File: config.mk
export PLATFORM = sky130hd
export DESIGN_NAME = input_controller
export DESIGN_NICKNAME = d
export VERILOG_FILES = /design/src/rtl/input_controller_pkg.sv /design/src/rtl/input_controller_shift_reader.sv /design/src/rtl/input_controller.sv
export SDC_FILE = /design/constraint.sdc
export NUM_CORES = 1
export LEC_CHECK = 0
export BUFFER_PORTS_ARGS = -buffer_cell sky130_fd_sc_hd__buf_2
export CORE_ASPECT_RATIO = 2
export CORE_MARGIN = 3
export CORE_UTILIZATION = 55
export DETAILED_ROUTE_END_ITERATION = 16
export PLACE_DENSITY = 0.83
export SLEW_MARGIN = 40
export SYNTH_ARGS = -nofsm -noshare
export SYNTH_HDL_FRONTEND = slang
export SYNTH_HIERARCHICAL = 1
export SYNTH_SLANG_ARGS = --single-unit
File: constraint.sdc
create_clock -name clk -period 2.3 [get_ports clk]
set_input_delay 0.46 -clock clk [delete_from_list [all_inputs] [get_ports clk]]
set_output_delay 0.46 -clock clk [all_outputs]
set_load 0.02 [all_outputs]
File: src/rtl/input_controller_pkg.sv
// Shared definitions for the gamepad input controller: reader FSM states,
// button indices inside the 5-bit masks and serial pad bit positions.
package input_controller_pkg;

  typedef enum logic [2:0] {
    StIdle,
    StLatch,
    StShiftLo,
    StShiftHi,
    StUpdate
  } reader_state_e;

  localparam int unsigned NumButtons = 5;

  // Button positions inside buttons and each half of input_data.
  localparam int unsigned BtnUp     = 0;
  localparam int unsigned BtnDown   = 1;
  localparam int unsigned BtnLeft   = 2;
  localparam int unsigned BtnRight  = 3;
  localparam int unsigned BtnAttack = 4;

  // Serial bit positions in the word read from the pad.
  localparam int unsigned PadB     = 0;
  localparam int unsigned PadUp    = 4;
  localparam int unsigned PadDown  = 5;
  localparam int unsigned PadLeft  = 6;
  localparam int unsigned PadRight = 7;
  localparam int unsigned PadA     = 8;

  // Turns the active-low pad bits into an active-high button mask.
  function automatic logic [NumButtons-1:0] pad_to_mask(input logic [8:0] low);
    logic [NumButtons-1:0] m;
    m            = '0;
    m[BtnUp]     = ~low[PadUp];
    m[BtnDown]   = ~low[PadDown];
    m[BtnLeft]   = ~low[PadLeft];
    m[BtnRight]  = ~low[PadRight];
    m[BtnAttack] = ~low[PadB] | ~low[PadA];
    return m;
  endfunction

endpackage

File: src/rtl/input_controller_shift_reader.sv
// gamepad_shift_reader: generates the latch strobe and shift clock for a
// serial gamepad, collects NUM_BITS samples and pulses done for one cycle.
module gamepad_shift_reader
  import input_controller_pkg::*;
#(
  parameter int unsigned CLK_DIV  = 4,
  parameter int unsigned NUM_BITS = 12
) (
  input  logic                clk,
  input  logic                reset,
  input  logic                trigger,
  input  logic                pad_data,
  output logic                pad_latch,
  output logic                pad_clk,
  output logic [NUM_BITS-1:0] raw,
  output logic                done
);

  localparam int unsigned BitW = (NUM_BITS > 1) ? $clog2(NUM_BITS) : 1;
  localparam logic [3:0]      HalfLast = 4'(CLK_DIV - 1);
  localparam logic [BitW-1:0] BitLast  = BitW'(NUM_BITS - 1);

  reader_state_e       state_q, state_d;
  logic [3:0]          half_q, half_d;
  logic [BitW-1:0]     bit_q, bit_d;
  logic [NUM_BITS-1:0] raw_q, raw_d;
  logic                pad_latch_q, pad_clk_q;

  // Next-state logic: every timed state lasts CLK_DIV cycles via half_q.
  always_comb begin
    state_d = state_q;
    half_d  = half_q;
    bit_d   = bit_q;
    raw_d   = raw_q;
    unique case (state_q)
      StIdle: begin
        if (trigger) begin
          state_d = StLatch;
          half_d  = '0;
          bit_d   = '0;
        end
      end
      StLatch: begin
        if (half_q == HalfLast) begin
          state_d = StShiftLo;
          half_d  = '0;
        end else begin
          half_d = half_q + 4'd1;
        end
      end
      StShiftLo: begin
        if (half_q == HalfLast) begin
          raw_d[bit_q] = pad_data;
          state_d      = StShiftHi;
          half_d       = '0;
        end else begin
          half_d = half_q + 4'd1;
        end
      end
      StShiftHi: begin
        if (half_q == HalfLast) begin
          half_d = '0;
          if (bit_q == BitLast) begin
            state_d = StUpdate;
            bit_d   = '0;
          end else begin
            state_d = StShiftLo;
            bit_d   = bit_q + BitW'(1);
          end
        end else begin
          half_d = half_q + 4'd1;
        end
      end
      StUpdate: state_d = StIdle;
      default:  state_d = StIdle;
    endcase
  end

  // State registers; pad strobes are registered from the next state so they
  // line up with the state they belong to and never glitch.
  always_ff @(posedge clk or negedge reset) begin
    if (!reset) begin
      state_q     <= StIdle;
      half_q      <= '0;
      bit_q       <= '0;
      raw_q       <= '0;
      pad_latch_q <= 1'b0;
      pad_clk_q   <= 1'b1;
    end else begin
      state_q     <= state_d;
      half_q      <= half_d;
      bit_q       <= bit_d;
      raw_q       <= raw_d;
      pad_latch_q <= (state_d == StLatch);
      pad_clk_q   <= (state_d != StShiftLo);
    end
  end

  assign pad_latch = pad_latch_q;
  assign pad_clk   = pad_clk_q;
  assign raw       = raw_q;
  assign done      = (state_q == StUpdate);

endmodule

File: src/rtl/input_controller.sv
// input_controller: polls a serial gamepad on each trigger, maps the raw
// bits to five buttons, debounces across two polls and emits edge events.
module input_controller
  import input_controller_pkg::*;
#(
  parameter int unsigned CLK_DIV  = 4,
  parameter int unsigned NUM_BITS = 12
) (
  input  logic       clk,
  input  logic       reset,
  input  logic       trigger,
  input  logic       pad_data,
  output logic       pad_latch,
  output logic       pad_clk,
  output logic [9:0] input_data,
  output logic [4:0] buttons,
  output logic       pad_present
);

  logic [NUM_BITS-1:0]   raw;
  logic                  done;
  logic                  no_pad;
  logic [NumButtons-1:0] mask, agree, buttons_new;

  logic [NumButtons-1:0] buttons_q, prev_q;
  logic [9:0]            input_data_q;
  logic                  pad_present_q;

  gamepad_shift_reader #(
    .CLK_DIV  (CLK_DIV),
    .NUM_BITS (NUM_BITS)
  ) u_reader (
    .clk       (clk),
    .reset     (reset),
    .trigger   (trigger),
    .pad_data  (pad_data),
    .pad_latch (pad_latch),
    .pad_clk   (pad_clk),
    .raw       (raw),
    .done      (done)
  );

  // Map the poll result; a bit only takes effect when two polls agree.
  always_comb begin
    no_pad      = (raw == '0);
    mask        = no_pad ? '0 : pad_to_mask(raw[8:0]);
    agree       = ~(mask ^ prev_q);
    buttons_new = (agree & mask) | (~agree & buttons_q);
  end

  // Commit the poll on done; input_data is a single-cycle event word.
  always_ff @(posedge clk or negedge reset) begin
    if (!reset) begin
      buttons_q     <= '0;
      prev_q        <= '0;
      input_data_q  <= '0;
      pad_present_q <= 1'b0;
    end else begin
      input_data_q <= '0;
      if (done) begin
        buttons_q     <= buttons_new;
        prev_q        <= mask;
        pad_present_q <= ~no_pad;
        input_data_q  <= {buttons_new & ~buttons_q, buttons_q & ~buttons_new};
      end
    end
  end

  assign input_data  = input_data_q;
  assign buttons     = buttons_q;
  assign pad_present = pad_present_q;

endmodule

==> results of run 1 <==
==> cell families after synthesis <==
kind of cell    share of synthesized area, %
compound gates                         16.54
fa+ha+maj                              2.765
buf+inv                                3.982
flops                                  50.94
mux                                    7.301
simple gates                           18.47
==> power breakdown <==
part | switching [mW] | total [mW] | internal [mW]
combinational | 0.327 | 0.625 | 0.298
sequential | 0.170 | 1.11 | 0.936
clock | 0.248 | 0.451 | 0.204
==> synth_stat cells (all sizes together), types with 3 or more instances <==
master	n
dfrtp	45
nand3	15
inv	12
mux2	12
a21oi	8
o21ai	8
nor2	7
o31ai	7
nand2	6
nand2b	6
nor4	6
buf	5
ha	5
o2111a	5
o22ai	5
clkbuf	4
mux2i	3
nor4bb	3
o211ai	3
or4	3
==> stage by stage <==
| step | cell area (um^2) | setup WS, ps |
|---|---|---|
| after global placement | 2454 | 504.5 |
| after floorplan | 2262 | 355.1 |
| final | 2532 | 443.9 |
| after CTS | 2532 | 433.2 |
| after global routing | 2532 | 342.3 |
| after detailed placement | 2454 | 440.1 |
==> metal layers <==
| metal | track usage [%] | vias to the layer above | part of all wire [%] |
|---|---|---|---|
| met2 | 35.62 | 34 | 58 |
| met4 | 11.72 | 0 | 4.7 |
| met5 | 0 | - | 0 |
| li1 | - | 774 | - |
| met1 | 20.86 | 807 | 35 |
| met3 | 3.544 | 16 | 2.7 |
==> sequential cells by signal, indices dropped and copies added (netlist names) <==
| name | count |
|---|---|
| u_reader/bit_q | 4 |
| u_reader/state_q | 3 |
| input_data | 10 |
| pad_present | 1 |
| u_reader/half_q | 4 |
| buttons | 5 |
| u_reader/pad_clk | 1 |
| u_reader/raw | 12 |
| u_reader/pad_latch | 1 |
| prev_q | 5 |
==> path summary, 6_finish.rpt <==
check | to | slack [ps]
worst max-delay path | u_reader/raw[3] | 440
worst min-delay path | prev_q[1] | 240
worst max register to register | u_reader/raw[3] | 440
worst min register to register | input_data[7] | 500
max in group asynchronous | u_reader/pad_clk | 1670
min in group clk | u_reader/state_q[0] | 430
==> layout make-up <==
type | instances | area share, %
sequential | 46 | 45.50
multi-input combinational | 126 | 40.27
timing repair buffer | 30 | 6.818
clock buffer | 5 | 2.717
tap | 51 | 2.520
inverter | 12 | 1.779
clock inverter | 2 | 0.3953
==> flow_metrics.env, run 1 <==
export IMPL_yosysWarningCount=6
export IMPL_final_util_pct=64.54
export IMPL_clkLatencyLatePin_ps=290
export IMPL_maxCapViolations=0
export IMPL_period_share_pct=80.70
export IMPL_grt_ovfl_total=0
export IMPL_r2r_cells=4
export IMPL_syn2layout_area_growth_pct=11.95
export IMPL_critPathMaxStageDelay_ps=500
export IMPL_timing_rr_start="u_reader/half_q[0]"
export IMPL_antenna_cells=0
export IMPL_cts_tree="built"
export IMPL_crit_required_ps=2480
export IMPL_cts_sinks=46
export IMPL_rsz0062_at_grt="no"
export IMPL_tightest_slew_ps=585.9
export IMPL_end_kind="flip-flop"
export IMPL_grt_pass1_vias=1634
export IMPL_synth_top_area_share_pct=49.78
export IMPL_drt_first_pass_iters=4
export IMPL_holdWs_ps=239.5
export IMPL_drt_iter0_drc=43
export IMPL_status="finished clean"
export IMPL_dieArea_um2=4965
export IMPL_cp_max_fo=5
export IMPL_crit_arrival_ps=2040
export IMPL_die_y_um=96.70
export IMPL_relSlewSlack_pct=60.41
export IMPL_syn_cell_area_um2=2262
export IMPL_max_freq_mhz=538.8
export IMPL_min_path_type="in2async"
export IMPL_async_flop_share_pct=100.0
export IMPL_cts_made_buffers=5
export IMPL_gp_routability_congestion=0.8416
export IMPL_layout_cells_non_filler=272
export IMPL_fin_nets=230
export IMPL_crit_type="reg2reg"
export IMPL_leakagePower_nw=1.201
export IMPL_chipWidth_um=51.35
export IMPL_clk_pin_slew_ps=80
export IMPL_mostFrequentLayoutCells="dfrtp_1 (45), buf_2 (21), nand3_1 (15)"
export IMPL_grtUsageTotal_pct=20.02
export IMPL_synth_cell_types=47
export IMPL_cp_slowest_cell="or4b_4"
export IMPL_drt_wl_total_mm=4.416
export IMPL_drv_slew=0
export IMPL_dp_hpwl_mm=3.266
export IMPL_ant_nets=0
export IMPL_post_drt_wl_per_cell_um=16.24
export IMPL_ys_flop_type="dfrtp_1"
export IMPL_dp_cells=265
export IMPL_cts_max_level=2
export IMPL_period_needed_ps=1856
export IMPL_hold_buffers=0
export IMPL_cts_resized=0
export IMPL_io_pins=22
export IMPL_root_buffer="clkbuf_8"
export IMPL_seq_area_frac_synth_pct=50.94
export IMPL_seq_area_um2=1152
export IMPL_synth_seq_cells=46
export IMPL_grt_first_pass_wirelength_mm=7.534
export IMPL_path_depth=4
export IMPL_syn_area_per_cell_um2=11.72
export IMPL_cp_top_family="simple AND/OR/NAND/NOR gates"
export IMPL_startpoint="u_reader/half_q[0]"
export IMPL_nFillCells=339
export IMPL_drc=0
export IMPL_synth_top_area_cell="dfrtp_1"
export IMPL_port_buffers=21
export IMPL_drive_above_1_share_pct=31.67
export IMPL_vdd_ir_drop_max_mv=0.5611
export IMPL_syn_nets=202
export IMPL_setup_violations=0
export IMPL_viasPerCell=5.996
export IMPL_core_um2=3924
export IMPL_path_buf_inv=0
export IMPL_synth_edf_count=0
export IMPL_antenna_found_initial=0
export IMPL_synth_area_leaders="dfrtp_1 (50%), mux2_2 (6.0%), nand3_1 (3.3%), ha_1 (2.8%), o22ai_2 (2.8%)"
export IMPL_clock_path_buffers=2
export IMPL_multi_input_area_um2=1020
export IMPL_grt_max_degree=47
export IMPL_cts_setup_buffers=0
export IMPL_path_cells="ha_1 -> or4b_4 -> nor4_2 -> mux2_2"
export IMPL_start_util_pct=57.65
export IMPL_critPathLaunchType="flip-flop"
export IMPL_vias=1631
export IMPL_layout_commonest_cell="dfrtp_1"
export IMPL_power_density_nw_per_um2=862.0
export IMPL_synth_cells=193
export IMPL_total_power_mw=2.183
export IMPL_timing_hold_violations_final=0
export IMPL_rows=32
export IMPL_tns_ps=0
export IMPL_fin_skew_ps=8.593
(Power assumes the default switching activity.)
==> run 2: changes to the inputs <==
Settings changed: CORE_UTILIZATION 55 to 52, PLACE_DENSITY 0.83 to 0.82.
Clock period 2.3 ns to 1.5 ns, I/O delays scaled along.
==> run 2 against run 1 <==
  * Critical endpoint unchanged
  * Worst hold slack improved by 14 ps
  * Clock power rose by 68%
  * Critical path type unchanged
  * Flip-flop and latch count did not move
  * The flow now finishes with violations (setup timing)
  * Worst setup slack got worse by 580 ps
  * Register-to-register slack got worse by 580 ps
  * Design area rose by 18%
  * Wire length rose by 27%
==> flow_metrics.env, run 2 (synthesis results as in run 1) <==
export IMPL_port_buffers=21
export IMPL_relSlewSlack_pct=78.40
export IMPL_max_freq_mhz=610.8
export IMPL_grt_max_degree=47
export IMPL_crit_required_ps=1680
export IMPL_root_buffer="clkbuf_8"
export IMPL_final_util_pct=72.55
export IMPL_rows=33
export IMPL_viasPerCell=6.013
export IMPL_drv_slew=0
export IMPL_rsz0062_at_grt="yes"
export IMPL_grt_pass1_vias=1908
export IMPL_mostFrequentLayoutCells="dfrtp_1 (44), buf_4 (34), buf_2 (21)"
export IMPL_cts_sinks=46
export IMPL_ant_nets=0
export IMPL_clockPowerShare_pct=18.6
export IMPL_io_pins=22
export IMPL_core_um2=4129
export IMPL_drt_iter0_drc=60
export IMPL_clock_path_buffers=2
export IMPL_chipWidth_um=52.64
export IMPL_timing_hold_violations_final=0
export IMPL_status="finished with violations"
export IMPL_dieArea_um2=5226
export IMPL_drive_above_1_share_pct=49.61
export IMPL_p_int_mw=2.594
export IMPL_dp_hpwl_mm=3.697
export IMPL_crit_type="reg2reg"
export IMPL_tns_ps=-2764
export IMPL_cp_max_fo=5
export IMPL_grt_first_pass_wirelength_mm=8.749
export IMPL_layout_cells_non_filler=306
export IMPL_p_comb_share_pct=41.5
export IMPL_end_kind="flip-flop"
export IMPL_tightest_slew_ps=319.8
export IMPL_leakagePower_nw=1.399
export IMPL_dp_cells=291
export IMPL_vias=1840
export IMPL_drt_first_pass_iters=4
export IMPL_antenna_cells=0
export IMPL_fin_nets=262
export IMPL_drt_wl_total_mm=5.620
export IMPL_min_path_type="in2reg"
export IMPL_layout_commonest_cell="dfrtp_1"
export IMPL_syn2layout_area_growth_pct=32.41
export IMPL_maxCapViolations=0
export IMPL_post_place_ws_ps=-182.2
export IMPL_cts_made_buffers=5
export IMPL_largest_reg_flops=12
export IMPL_grt_ovfl_total=0
export IMPL_start_util_pct=54.79
export IMPL_cts_tree="built"
export IMPL_die_y_um=99.28
export IMPL_clkLatencyLatePin_ps=310
export IMPL_power_density_nw_per_um2=1362
export IMPL_period_share_pct=109.2
export IMPL_fin_skew_ps=13.35
export IMPL_violations="setup timing"
export IMPL_post_drt_wl_per_cell_um=18.37
export IMPL_setup_slack_ps=-137.3
export IMPL_critPathLaunchType="flip-flop"
export IMPL_vdd_ir_drop_max_mv=0.9764
export IMPL_gp_routability_congestion=0.9249
export IMPL_crit_arrival_ps=1820
export IMPL_clk_pin_slew_ps=90
export IMPL_seqPwrFrac_pct=39.9
export IMPL_antenna_found_initial=0
export IMPL_cts_max_level=2
export IMPL_period_needed_ps=1637
export IMPL_drc=0
export IMPL_setup_violations=37
export IMPL_netSwitchingFraction_pct=36.41
export IMPL_power_switching_mw=1.485
export IMPL_grtUsageTotal_pct=22.44
==> run 2: area by class of cell <==
cell class / instances / area [um^2]
inverters: 12 / 45.04
multi-input cells: 126 / 1179
well taps: 52 / 65.06
flip-flops and latches: 46 / 1154
clock inverters: 3 / 21.27
repair buffers: 62 / 462.9
fillers: 296 / 1134
clock buffers: 5 / 68.82
==> run 2: critical path: stages (launching register included) <==
cell and delay [ps]:
dfrtp_1 390, ha_4 160, or4b_4 490, nor4_4 160, mux2_4 320
==> run 2: routing by layer <==
layer  vias to the layer above  wire length [um]  global-route usage, %
met4                         0               293                  12.01
met5                         -                 0                      0
met1                       924              1873                  21.55
li1                        841                 -                      -
met3                        15               222                  3.448
met2                        60              3231                  42.43
==> run 2: power by group through the flow <==
stage	combinational (mW)	sequential [mW]	clock, mW
2_1_floorplan	0.757	1.63	0
3_3_place_gp	1.28	1.60	0
3_5_place_dp	1.33	1.62	0
4_1_cts	1.48	1.61	0.774
5_1_grt	1.82	1.66	0.825
6_report	1.69	1.63	0.759
==> run 2: worst paths after layout <==
kind	cells after the start	slack [ps]	start	end
setup / recovery	4	-140	u_reader/half_q[0]	u_reader/raw[3]
hold / removal	3	250	trigger	u_reader/state_q[0]
setup reg to reg	4	-140	u_reader/half_q[0]	u_reader/raw[3]
hold reg to reg	1	520	buttons[3]	input_data[8]
max in group asynchronous	3	700	reset	u_reader/pad_clk
min in group asynchronous	3	510	reset	input_data[1]
==> run 2: repair_timing <==
action	in CTS	in global routing
endpoints found under the hold margin	45	0
hold buffers	1	0
gates cloned	1	0
endpoints found under the setup margin	37	40
pin swaps	5	1
resized for setup	18	20
setup buffers	3	2
==> run 2: through the flow <==
step / area (um^2) / hold slack (ps) / total power [mW]
floorplan: 2291 / 4.409 / 2.383
global placement: 2684 / 296.7 / 2.883
detailed placement: 2684 / 301.6 / 2.950
CTS: 2894 / 252.8 / 3.859
global route: 2995 / 269.2 / 4.308
finish: 2995 / 254.0 / 4.079
==> run 3: changes to the inputs <==
Settings changed: CELL_PAD_IN_SITES_DETAIL_PLACEMENT from default to 2, CELL_PAD_IN_SITES_GLOBAL_PLACEMENT from default to 2, CORE_UTILIZATION 52 to 35.
==> run 3 against run 2 <==
  * The run still ends with setup timing left
  * Clock power rose by 49%
  * Design area rose by 9.6%
  * Flip-flop and latch count did not move
  * Core utilization fell by 19 points
  * Wire length rose by 42%
  * First-iteration DRC count rose by 52%
  * Sequential power rose by 3%
  * Critical path type unchanged
  * Largest cell class unchanged
  * Largest power group unchanged
==> flow_metrics.env, run 3 (synthesis results as in run 1) <==
export IMPL_largest_reg_flops=12
export IMPL_period_share_pct=113.0
export IMPL_layout_commonest_cell="dfrtp_1"
export IMPL_root_buffer="clkbuf_16"
export IMPL_io_pins=22
export IMPL_gp_routability_congestion=0.7646
export IMPL_setup_slack_ps=-194.8
export IMPL_fin_nets=271
export IMPL_holdWs_ps=268.8
export IMPL_drc=0
export IMPL_viasPerCell=5.524
export IMPL_relSlewSlack_pct=76.11
export IMPL_max_freq_mhz=590.0
export IMPL_grt_first_pass_wirelength_mm=12.48
export IMPL_layout_cells_non_filler=347
export IMPL_rows=40
export IMPL_ant_nets=0
export IMPL_fin_skew_ps=9.600
export IMPL_multi_input_area_um2=1267
export IMPL_grtUsageTotal_pct=22.32
export IMPL_netSwitchingFraction_pct=36.32
export IMPL_drt_iter0_drc=91
export IMPL_antenna_found_initial=0
export IMPL_whs_path_depth=3
export IMPL_clkLatencyLatePin_ps=290
export IMPL_drv_slew=0
export IMPL_rr_endpoint="input_data[0]"
export IMPL_r2r_cells=4
export IMPL_grt_max_degree=19
export IMPL_port_buffers=21
export IMPL_tightest_slew_ps=358.3
export IMPL_clockPowerShare_pct=23.0
export IMPL_critPathLaunchType="flip-flop"
export IMPL_timing_rr_start="u_reader/raw[11]"
export IMPL_cts_max_level=2
export IMPL_syn2layout_area_growth_pct=45.19
export IMPL_cp_max_fo=9
export IMPL_power_density_nw_per_um2=1496
export IMPL_period_needed_ps=1695
export IMPL_maxCapViolations=0
export IMPL_rrSetupSlack_ps=-190
export IMPL_leakagePower_nw=1.502
export IMPL_crit_required_ps=1720
export IMPL_timing_hold_violations_final=0
export IMPL_dp_hpwl_mm=5.329
export IMPL_drive_above_1_share_pct=53.61
export IMPL_cp_slowest_cell="or4_4"
export IMPL_drt_first_pass_iters=4
export IMPL_start_util_pct=36.75
export IMPL_min_path_type="in2reg"
export IMPL_nFillCells=594
export IMPL_cts_tree="built"
export IMPL_chipWidth_um=62.85
export IMPL_post_drt_wl_per_cell_um=22.94
export IMPL_rsz0062_at_grt="yes"
export IMPL_vdd_ir_drop_max_mv=0.8851
export IMPL_total_power_mw=4.914
export IMPL_clock_path_buffers=2
export IMPL_crit_arrival_ps=1910
export IMPL_path_cells="or4_4 -> nor3_4 -> buf_12 -> o2111a_1"
export IMPL_setup_violations=37
export IMPL_status="finished with violations"
export IMPL_core_um2=6156
export IMPL_critPathMaxStageDelay_ps=580
export IMPL_seq_area_um2=1156
export IMPL_p_int_mw=3.129
export IMPL_clk_pin_slew_ps=70
export IMPL_dp_cells=332
export IMPL_cts_made_buffers=5
export IMPL_cts_sinks=46
export IMPL_grt_ovfl_total=0
export IMPL_end_kind="flip-flop"
export IMPL_antenna_cells=0
export IMPL_p_comb_share_pct=42.9
export IMPL_crit_type="reg2reg"
export IMPL_mostFrequentLayoutCells="dfrtp_1 (42), buf_4 (40), buf_2 (21)"
export IMPL_power_switching_mw=1.785
export IMPL_dieArea_um2=7522
export IMPL_drt_wl_total_mm=7.959
export IMPL_hold_path_startpoint="trigger"
export IMPL_die_y_um=119.7
export IMPL_violations="setup timing"
export IMPL_grt_pass1_vias=2257
export IMPL_hold_end="u_reader/state_q[0]"
export IMPL_vias=1917
export IMPL_seqPwrFrac_pct=34.1
==> run 3: repair_timing <==
item	in CTS	in global routing
hold endpoints to repair	8	0
pin swaps	4	5
setup buffers	3	3
resized for setup	30	29
setup endpoints to repair	36	40
hold buffers	1	0
cloned	1	0
==> run 3: metal layers <==
| metal | part of all wire, % | GRT usage (%) | wire length [um] | vias to the layer above |
|---|---|---|---|---|
| met5 | 0 | 0 | 0 | - |
| met3 | 1.9 | 3.277 | 149 | 16 |
| li1 | - | - | - | 859 |
| met4 | 3.2 | 12.72 | 253 | 0 |
| met2 | 61 | 44.62 | 4893 | 35 |
| met1 | 33 | 20.51 | 2662 | 1007 |
==> run 3: worst max-delay path, delay by kind of cell (launching register included) <==
family                 cells  cell delay, ps
AND/OR/NAND/NOR            2             850
AO/OA/AOI/OAI              1             210
flip-flops                 1             390
buffers and inverters      1             170
==> run 3: metrics by stage <==
stage          setup TNS [ps]  utilization (%)  cell area (um^2)  worst slack (ps)
2_1_floorplan           -1356                -              2291            -145.5
3_3_place_gp            -2049            45.55              2804            -127.5
3_5_place_dp            -4094            45.55              2804            -196.0
4_1_cts                 -4692            51.00              3139            -212.3
5_1_grt                 -7041            53.35              3284            -262.4
6_report                -4698            53.35              3284            -194.8
==> run 3: power by group through the flow <==
stage | logic, mW | registers, mW | clock network (mW)
global route | 2.25 | 1.70 | 1.21
detailed placement | 1.53 | 1.65 | 0
floorplan | 0.757 | 1.63 | 0
CTS | 1.86 | 1.66 | 1.16
global placement | 1.42 | 1.62 | 0
finish | 2.11 | 1.68 | 1.13
==> run 3: cell type report <==
class	count	share of cell area [%]
Timing Repair Buffer	71	17.14
Sequential cell	46	35.20
Tap cell	84	3.200
Clock inverter	1	0.1524
Inverter	12	1.371
Clock buffer	7	4.343
Multi-Input combinational cell	126	38.59
==> run 3: worst max path at each step <==
stage	from	to	slack, ps	depth (start not counted)
6_report	u_reader/raw[11]	input_data[0]	-190	4
5_1_grt	u_reader/raw[6]	input_data[0]	-260	4
4_1_cts	u_reader/raw[3]	input_data[1]	-210	4
3_5_place_dp	u_reader/half_q[1]	u_reader/raw[3]	-200	4
3_3_place_gp	u_reader/half_q[1]	u_reader/raw[3]	-130	4
2_1_floorplan	u_reader/half_q[0]	u_reader/raw[3]	-150	4
